===== src/rtl/booth_mult_seq.sv =====
// Sequential radix-4 Booth multiplier: one digit per RUN cycle, done pulses ITER+1 edges after start.
// start is ignored while busy; defining BOOTH_EARLY_TERM_EN ends a run once every remaining digit is zero.
module booth_mult_seq #(
  parameter int WIDTH = 8
) (
  input  logic                 clk,
  input  logic                 reset,
  input  logic                 start,
  input  logic                 sgn,
  input  logic [WIDTH-1:0]     a_in,
  input  logic [WIDTH-1:0]     b_in,
  output logic                 busy,
  output logic                 done,
  output logic [2*WIDTH-1:0]   p_out
);

  localparam int XW = WIDTH + 2;
  localparam int RW = 2 * XW;
  localparam int CW = $clog2(WIDTH / 2 + 2);

  typedef enum logic [1:0] {IDLE, RUN, DONE} state_t;

  state_t             state, state_nxt;
  logic [XW-1:0]      mcand, acc, mq;
  logic               xm1, sgn_q;
  logic [CW-1:0]      cnt, last_idx;
  logic [2:0]         trip;
  logic               neg, two, zero, last, finish, accept;
  logic [XW-1:0]      addend, acc_sum;
  logic [RW-1:0]      r_shift;
  logic [2*WIDTH-1:0] p_sel;

  assign accept   = start && ((state == IDLE) || (state == DONE));
  assign busy     = (state == RUN);
  assign done     = (state == DONE);
  assign last_idx = sgn_q ? CW'(WIDTH / 2 - 1) : CW'(WIDTH / 2);
  assign last     = (cnt == last_idx);

  // Booth recode of {x[2i+1], x[2i], x[2i-1]}; negation is invert plus carry-in
  always_comb begin
    trip    = {mq[1], mq[0], xm1};
    zero    = (trip == 3'b000) || (trip == 3'b111);
    two     = (trip == 3'b011) || (trip == 3'b100);
    neg     = trip[2];
    addend  = zero ? '0 : (two ? {mcand[XW-2:0], 1'b0} : mcand);
    acc_sum = acc + (neg ? ~addend : addend) + {{(XW-1){1'b0}}, neg};
    r_shift = $signed({acc_sum, mq}) >>> 2;
  end

`ifdef BOOTH_EARLY_TERM_EN
  logic [WIDTH:1] diff;
  logic           term;
  logic [CW-1:0]  rem;
  logic [RW-1:0]  r_fin;

  // unconsumed multiplier bits sit in mq[WIDTH+1-2*cnt:0]; uniform bits mean all-zero digits
  always_comb begin
    for (int j = 1; j <= WIDTH; j++)
      diff[j] = (mq[j] ^ mq[j+1]) && (j <= WIDTH - 2 * int'(cnt));
    term   = ~|diff;
    rem    = last_idx - cnt;
    r_fin  = $signed(r_shift) >>> {rem, 1'b0};
    finish = last || term;
    p_sel  = sgn_q ? r_fin[2*WIDTH+1:2] : r_fin[2*WIDTH-1:0];
  end
`else
  always_comb begin
    finish = last;
    p_sel  = sgn_q ? r_shift[2*WIDTH+1:2] : r_shift[2*WIDTH-1:0];
  end
`endif

  always_comb begin
    state_nxt = state;
    case (state)
      IDLE:    if (start) state_nxt = RUN;
      RUN:     if (finish) state_nxt = DONE;
      DONE:    state_nxt = start ? RUN : IDLE;
      default: state_nxt = IDLE;
    endcase
  end

  always_ff @(posedge clk or negedge reset) begin
    if (!reset) state <= IDLE;
    else        state <= state_nxt;
  end

  always_ff @(posedge clk or negedge reset) begin
    if (!reset) begin
      mcand <= '0;
      acc   <= '0;
      mq    <= '0;
      xm1   <= 1'b0;
      cnt   <= '0;
      sgn_q <= 1'b0;
      p_out <= '0;
    end else if (accept) begin
      mcand <= sgn ? {{2{a_in[WIDTH-1]}}, a_in} : {2'b00, a_in};
      mq    <= sgn ? {{2{b_in[WIDTH-1]}}, b_in} : {2'b00, b_in};
      acc   <= '0;
      xm1   <= 1'b0;
      cnt   <= '0;
      sgn_q <= sgn;
    end else if (state == RUN) begin
      {acc, mq} <= r_shift;
      xm1       <= mq[1];
      cnt       <= cnt + CW'(1);
      if (finish) p_out <= p_sel;
    end
  end

endmodule

===== config.mk =====
export PLATFORM = sky130hd
export DESIGN_NAME = booth_mult_seq
export DESIGN_NICKNAME = d
export VERILOG_FILES = /design/src/rtl/booth_mult_seq.sv
export SDC_FILE = /design/constraint.sdc
export NUM_CORES = 1
export LEC_CHECK = 0
export CORE_MARGIN = 3
export CORE_UTILIZATION = 40
export CTS_BUF_LIST = sky130_fd_sc_hd__clkbuf_4 sky130_fd_sc_hd__clkbuf_8
export CTS_CLUSTER_SIZE = 30
export DETAILED_ROUTE_END_ITERATION = 6
export GPL_TIMING_DRIVEN = 0
export PLACE_DENSITY_LB_ADDON = 0.2
export SYNTH_ARGS = -nofsm -noshare
export SYNTH_HDL_FRONTEND = slang
export SYNTH_SLANG_ARGS = --single-unit
export TNS_END_PERCENT = 100

===== constraint.sdc =====
create_clock -name clk -period 5.18 [get_ports clk]
set_clock_uncertainty 0.15 [all_clocks]
set_input_delay 1.036 -clock clk [delete_from_list [all_inputs] [get_ports clk]]
set_output_delay 1.036 -clock clk [all_outputs]
set_load 0.05 [all_outputs]

======== Word level (Yosys, flattened, before mapping) ========
Cells that the tools add are included.
storage, ports and cells
  flip-flop bits (word level) ............. 53
  bits in latches ......................... 0
  RAM bits ................................ 0
  memory bits (read-only) ................. 0
  input bits .............................. 20
  output and inout port bits .............. 18
  memories ................................ 0
operators by class
  $add $sub $neg .......................... 3
  multiply operators ...................... 0
  div/mod/pow operators ................... 0
  order comparisons ....................... 0
  eq/ne operators ......................... 8
  shift-type cells ........................ 0
  muxes and demuxes ....................... 19
  bitwise operators ....................... 2
  reduce and logical (&&, ||, !) cells .... 9
operators with widths
  kind                                                                     number
  10-bit 2-to-1 mux                                                        9
  16-bit 2-to-1 mux                                                        1
  10-bit by 1-bit adder with 10-bit output                                 1
  10-bit adder                                                             1
  10-bit inverter                                                          1
  3-bit 2-to-1 mux                                                         3
  3-bit == test, second input constant                                     2
  2-bit one-hot mux with 3 select lines                                    1
  2-bit 2-to-1 mux                                                         2
  3-bit by 1-bit adder with 3-bit output, second input constant            1
  3-bit by 2-bit == test with 1-bit output, second input constant          1
  3-bit == test                                                            1
  3-bit zero test                                                          1
  1-bit logical OR                                                         3
  1-bit 2-to-1 mux                                                         3
  3-bit AND reduction                                                      1
  2-bit by 1-bit == test with 1-bit output, second input constant          1
  2-bit == test, second input constant                                     1
  2-bit zero test                                                          1
  2-bit by 1-bit inequality test with 1-bit output, second input constant  1
  2-bit inequality test, second input constant                             1
  2-bit AND reduction                                                      1
  2-bit nonzero test                                                       1
  1-bit logical AND                                                        1
  1-bit inverter                                                           1

======== Logic depth before layout (Yosys ltp) ========
Gate-level depths: netlist of the first run.
  word-level depth ........................ 10
  mapped depth ............................ 13
  gate-level depth less buffers ........... 12

======== Worst setup path before layout of the first run ========
Ideal clock, no wire load.
  path type ............................... reg-to-reg
  start point ............................. reg xm1
  end point ............................... reg p_out[15]
  library setup time ...................... 128 ps
  arrival time ............................ 2927 ps
  setup slack ............................. 1976 ps
  cell stages (with the launch flop) ...... 14
  path buffers ............................ 2
  cells stage by stage .................... dfrtp_1 clkbuf_1 buf_1 a21oi_1 nor2_1 nor2_1 a221oi_1 ha_1 and4b_1 a211oi_2 a21boi_2 a311o_2 mux2i_1 nand3_1
on the way
  cells in the longest elaborated chain, start to end .. 9
  elaborated cells between the ends (all ways) .. 13
  classes of those cells .................. add/sub (2); eq/ne (3); mux (4); bitwise (1); reduce/logical (3)
ends and longest elaborated chain
  element                                                                    line  source
  start, declared                                                            25    logic xm1, sgn_q;
  start signal, assigned                                                     106   xm1 <= mq[1];
  3-bit by 2-bit == test with 1-bit output or 3-bit == test (tied branches)  43    two = (trip == 3'b011) || (trip == 3'b100);
  1-bit logical OR                                                           43
  10-bit 2-to-1 mux                                                          45    addend = zero ? '0 : (two ? {mcand[XW-2:0], 1'b0} : mcand);
  10-bit 2-to-1 mux *                                                        45
  10-bit inverter                                                            46    acc_sum = acc + (neg ? ~addend : addend) + {{(XW-1){1'b0}}, neg};
  10-bit 2-to-1 mux *                                                        46
  10-bit adder *                                                             46
  10-bit by 1-bit adder with 10-bit output *                                 46
  16-bit 2-to-1 mux *                                                        69    p_sel = sgn_q ? r_shift[2*WIDTH+1:2] : r_shift[2*WIDTH-1:0];
  end signal, assigned                                                       108   if (finish) p_out <= p_sel;
  end, declared                                                              14    output logic [2*WIDTH-1:0] p_out
Mark *: on every way between the ends. The rest lies on a longest branch, timed or not.
A chain may end at the register's enable or synchronous reset.

======== Worst setup path in the final report of the first run ========
  start point ............................. reg state[1]
  end point ............................... out busy
on the way
  cells in the longest elaborated chain, start to end .. 1
ends and longest elaborated chain
  element                                   line  source
  start, declared                           23    state_t state, state_nxt;
  start signal, assigned                    85    else state <= state_nxt;
  2-bit by 1-bit == test with 1-bit output  34    assign busy = (state == RUN);
  end, declared                             12    output logic busy,
Every way passes these cells.

==> results of run 1 <==
## layer usage
layer	up-vias	wire [µm]	part of all wire, %	global-route usage, %
met2	65	3030	45	28.4
li1	1207	-	-	-
met4	0	61	0.92	3.70
met5	-	0	0	0
met3	7	346	5.2	3.26
met1	1139	3230	48	25.5
## state kept, by name, indices dropped and copies added, names as in the netlist
register,cells
state,2
p_out,16
mq,10
xm1,1
mcand,9
sgn_q,1
cnt,3
acc,8
## kinds of logic (layout without fill, tap and decap cells)
kind of cell    Yosys count  in the layout  share of synthesized area [%]
fa+ha+maj                10             10                           4.70
mux                      14             14                           5.19
flops                    50             50                           44.3
buf+inv                  21             66                           3.06
compound gates           88             88                           21.2
xor+xnor                 10             10                           3.10
simple gates            122            122                           18.4
## per-stage QoR
step	cell area [µm²]	setup slack, ps
floorplan	2820	1980
global placement	3310	1410
detailed placement	3320	1470
CTS	3410	1130
global route	3410	935
finish	3410	1150
## synth_stat cells, drive strengths merged, types with 2 or more instances
library cell | count | area [µm²]
clkbuf | 11 | 45.1
o21a | 2 | 15.0
a31oi | 3 | 25.0
nor2 | 36 | 135
xor2 | 4 | 35.0
a22oi | 7 | 52.6
nor3 | 3 | 15.0
a21o | 2 | 15.0
a31o | 2 | 17.5
dfrtp | 50 | 1250
xnor2 | 6 | 52.6
a21oi | 22 | 110
and3 | 3 | 18.8
a221oi | 9 | 78.8
o22ai | 8 | 50.1
buf | 6 | 26.3
mux2 | 2 | 26.3
o21ai | 17 | 85.1
inv | 4 | 15.0
nand3 | 3 | 15.0
a221o | 2 | 20.0
nand2b | 5 | 31.3
nand2 | 62 | 233
mux2i | 12 | 120
a21boi | 2 | 18.8
a22o | 7 | 61.3
ha | 9 | 113
nor2b | 4 | 25.0
## critical path, delay by kind of cell, from the launching register on
family                 cells  cell delay (ps)
flip-flops                 1              380
AND/OR/NAND/NOR            1              260
buffers and inverters      4             1900
## path summary, 6_finish.rpt
kind	endpoint	depth (start not counted)	slack [ps]	start
setup / recovery	busy	5	1150	state[1]
hold / removal	p_out[15]	2	330	p_out[15]
setup reg to reg	p_out[15]	13	1500	xm1
hold reg to reg	p_out[15]	2	330	p_out[15]
max in group asynchronous	cnt[1]	2	3930	reset
min in group asynchronous	p_out[10]	1	450	reset
## area by class of cell
type | instances | area [µm²] | area share (%)
inverters | 4 | 15.0 | 0.441
multi-input cells | 244 | 1480 | 43.6
plain buffers | 17 | 71.3 | 2.09
well taps | 93 | 116 | 3.42
clock inverters | 1 | 7.51 | 0.220
flip-flops and latches | 50 | 1250 | 36.7
clock buffers | 6 | 76.3 | 2.24
repair buffers | 38 | 385 | 11.3
==> metrics.md, run 1 <==
| Metric | Value |
|---|---|
| Synth Net Count | `345` |
| Die area | `8100 µm²` |
| Initial cell density of the core | `42.7%` |
| Layout cells sized above 1 | `5.83%` |
| Status | `complete, no violations` |
| Post-synth cell types | `47` |
| Setup crit end kind | `output pin` |
| Worst-path cell chain | `nand2b_1 > inv_1 > clkbuf_1 > buf_1 > clkdlybuf4s50_1` |
| CTS Sinks | `50` |
| RSZ-0062 raised after global routing | `no` |
| Num CTS Buffers | `5` |
| Fin crit share | `77.8%` |
| WL/cell | `14.7 µm` |
| Largest net degree at the start of global routing | `40` |
| CP arrival | `2840 ps` |
| Final std cells w/o fill | `453` |
| FF+latch count, synth | `50` |
| Crit path launch type | `flip-flop` |
| Synth Flop Type | `dfrtp_1` |
| DR pass1 iterations | `4` |
| Clk_lat worst skew | `300 ps` |
| Worst slew pin tran | `549 ps` |
| Nets | `390` |
| Layout area overhead | `20.8%` |
| CTS Hold Buffers Added | `0` |
| Setup TNS | `0 ps` |
| Antenna cells | `0` |
| Syn Inst Count | `315` |
| Worst slew margin | `63.4%` |
| Global route overflow | `0` |
| Placer Congestion | `0.834` |
| Post-CTS sizing | `0` |
| Fmax | `248 MHz` |
| WL final | `6.67 mm` |
| Crit-path max FO | `10` |
| Drc violations | `0` |
| Core Region | `6600 µm²` |
| Vias | `2418` |
| Routed Antenna Nets | `0` |
| CP max stage delay | `910 ps` |
| Setup CP Type | `flip-flop to output pin` |
| Post-layout util | `51.6%` |
| Clock Tree Root | `clkbuf_8` |
| Synth Warn # | `0` |
| Hold WS | `335 ps` |
| Register area share after synthesis | `44.3%` |
| Gr usage total | `17.8%` |
| Clk buf depth | `2` |
| Asr flop ratio synth | `100%` |
| Starting DRT DRC Count | `89` |
| Cells after DPL | `446` |
| Max-cap violation count | `0` |
| Worst hold path type | `flip-flop to flip-flop` |
| Die H | `90.0 µm` |
| Final setup vio count | `0` |
| Via/cell ratio | `5.34` |
| Initial antenna violation count | `0` |
| Hold Vio Cnt, Final | `0` |
| Setup bufs post-CTS | `0` |
| Post-DP HPWL | `5.08 mm` |
| WP data required | `3990 ps` |
| Commonest non-fill, non-tap cell in the layout | `nand2_1` |
| Syn Area/Cell | `8.96 µm²` |
| Die Wd | `90.0 µm` |
| Max-slew violations | `0` |
| First-pass GRT wire length | `11.9 mm` |
| Number of placement rows | `29` |
| Port Buffer Count | `37` |
| Fillers | `626` |
| IO Pins | `38` |
| Min Clock Period, post-route | `4030 ps` |
| Worst-path clk slew | `90 ps` |
| Number of synthesized flops with an enable pin | `0` |
| TritonCTS clock tree | `done` |
| Post-Syn Area | `2820 µm²` |
| Number of global-route vias before repair | `2438` |
| CP max-delay cell | `clkdlybuf4s50_1` |
| Commonest cells after routing, fill and taps aside | `nand2_1 (62), dfrtp_1 (50), nor2_1 (36), clkdlybuf4s50_1 (36), a21oi_1 (22)` |
| H-tree depth | `2` |
Power of run 1 is not shown: default switching activity piles up to over one toggle a cycle in this logic, so the estimate is an artifact.
==> inputs of run 2 (changes only) <==
clock period = 4.1 ns   (was 5.18 ns; I/O delays follow)
==> results of run 2 <==
The final DEF is identical to that of run 1. Status: complete, no violations.
Among the figures that moved: setup slack after placement 1470 ps -> 447 ps; setup slack after layout 1150 ps -> 287 ps; hold slack 335 ps -> 232 ps; register-to-register setup slack 1500 ps -> 420 ps
Power of run 2 is left out for the same reason.
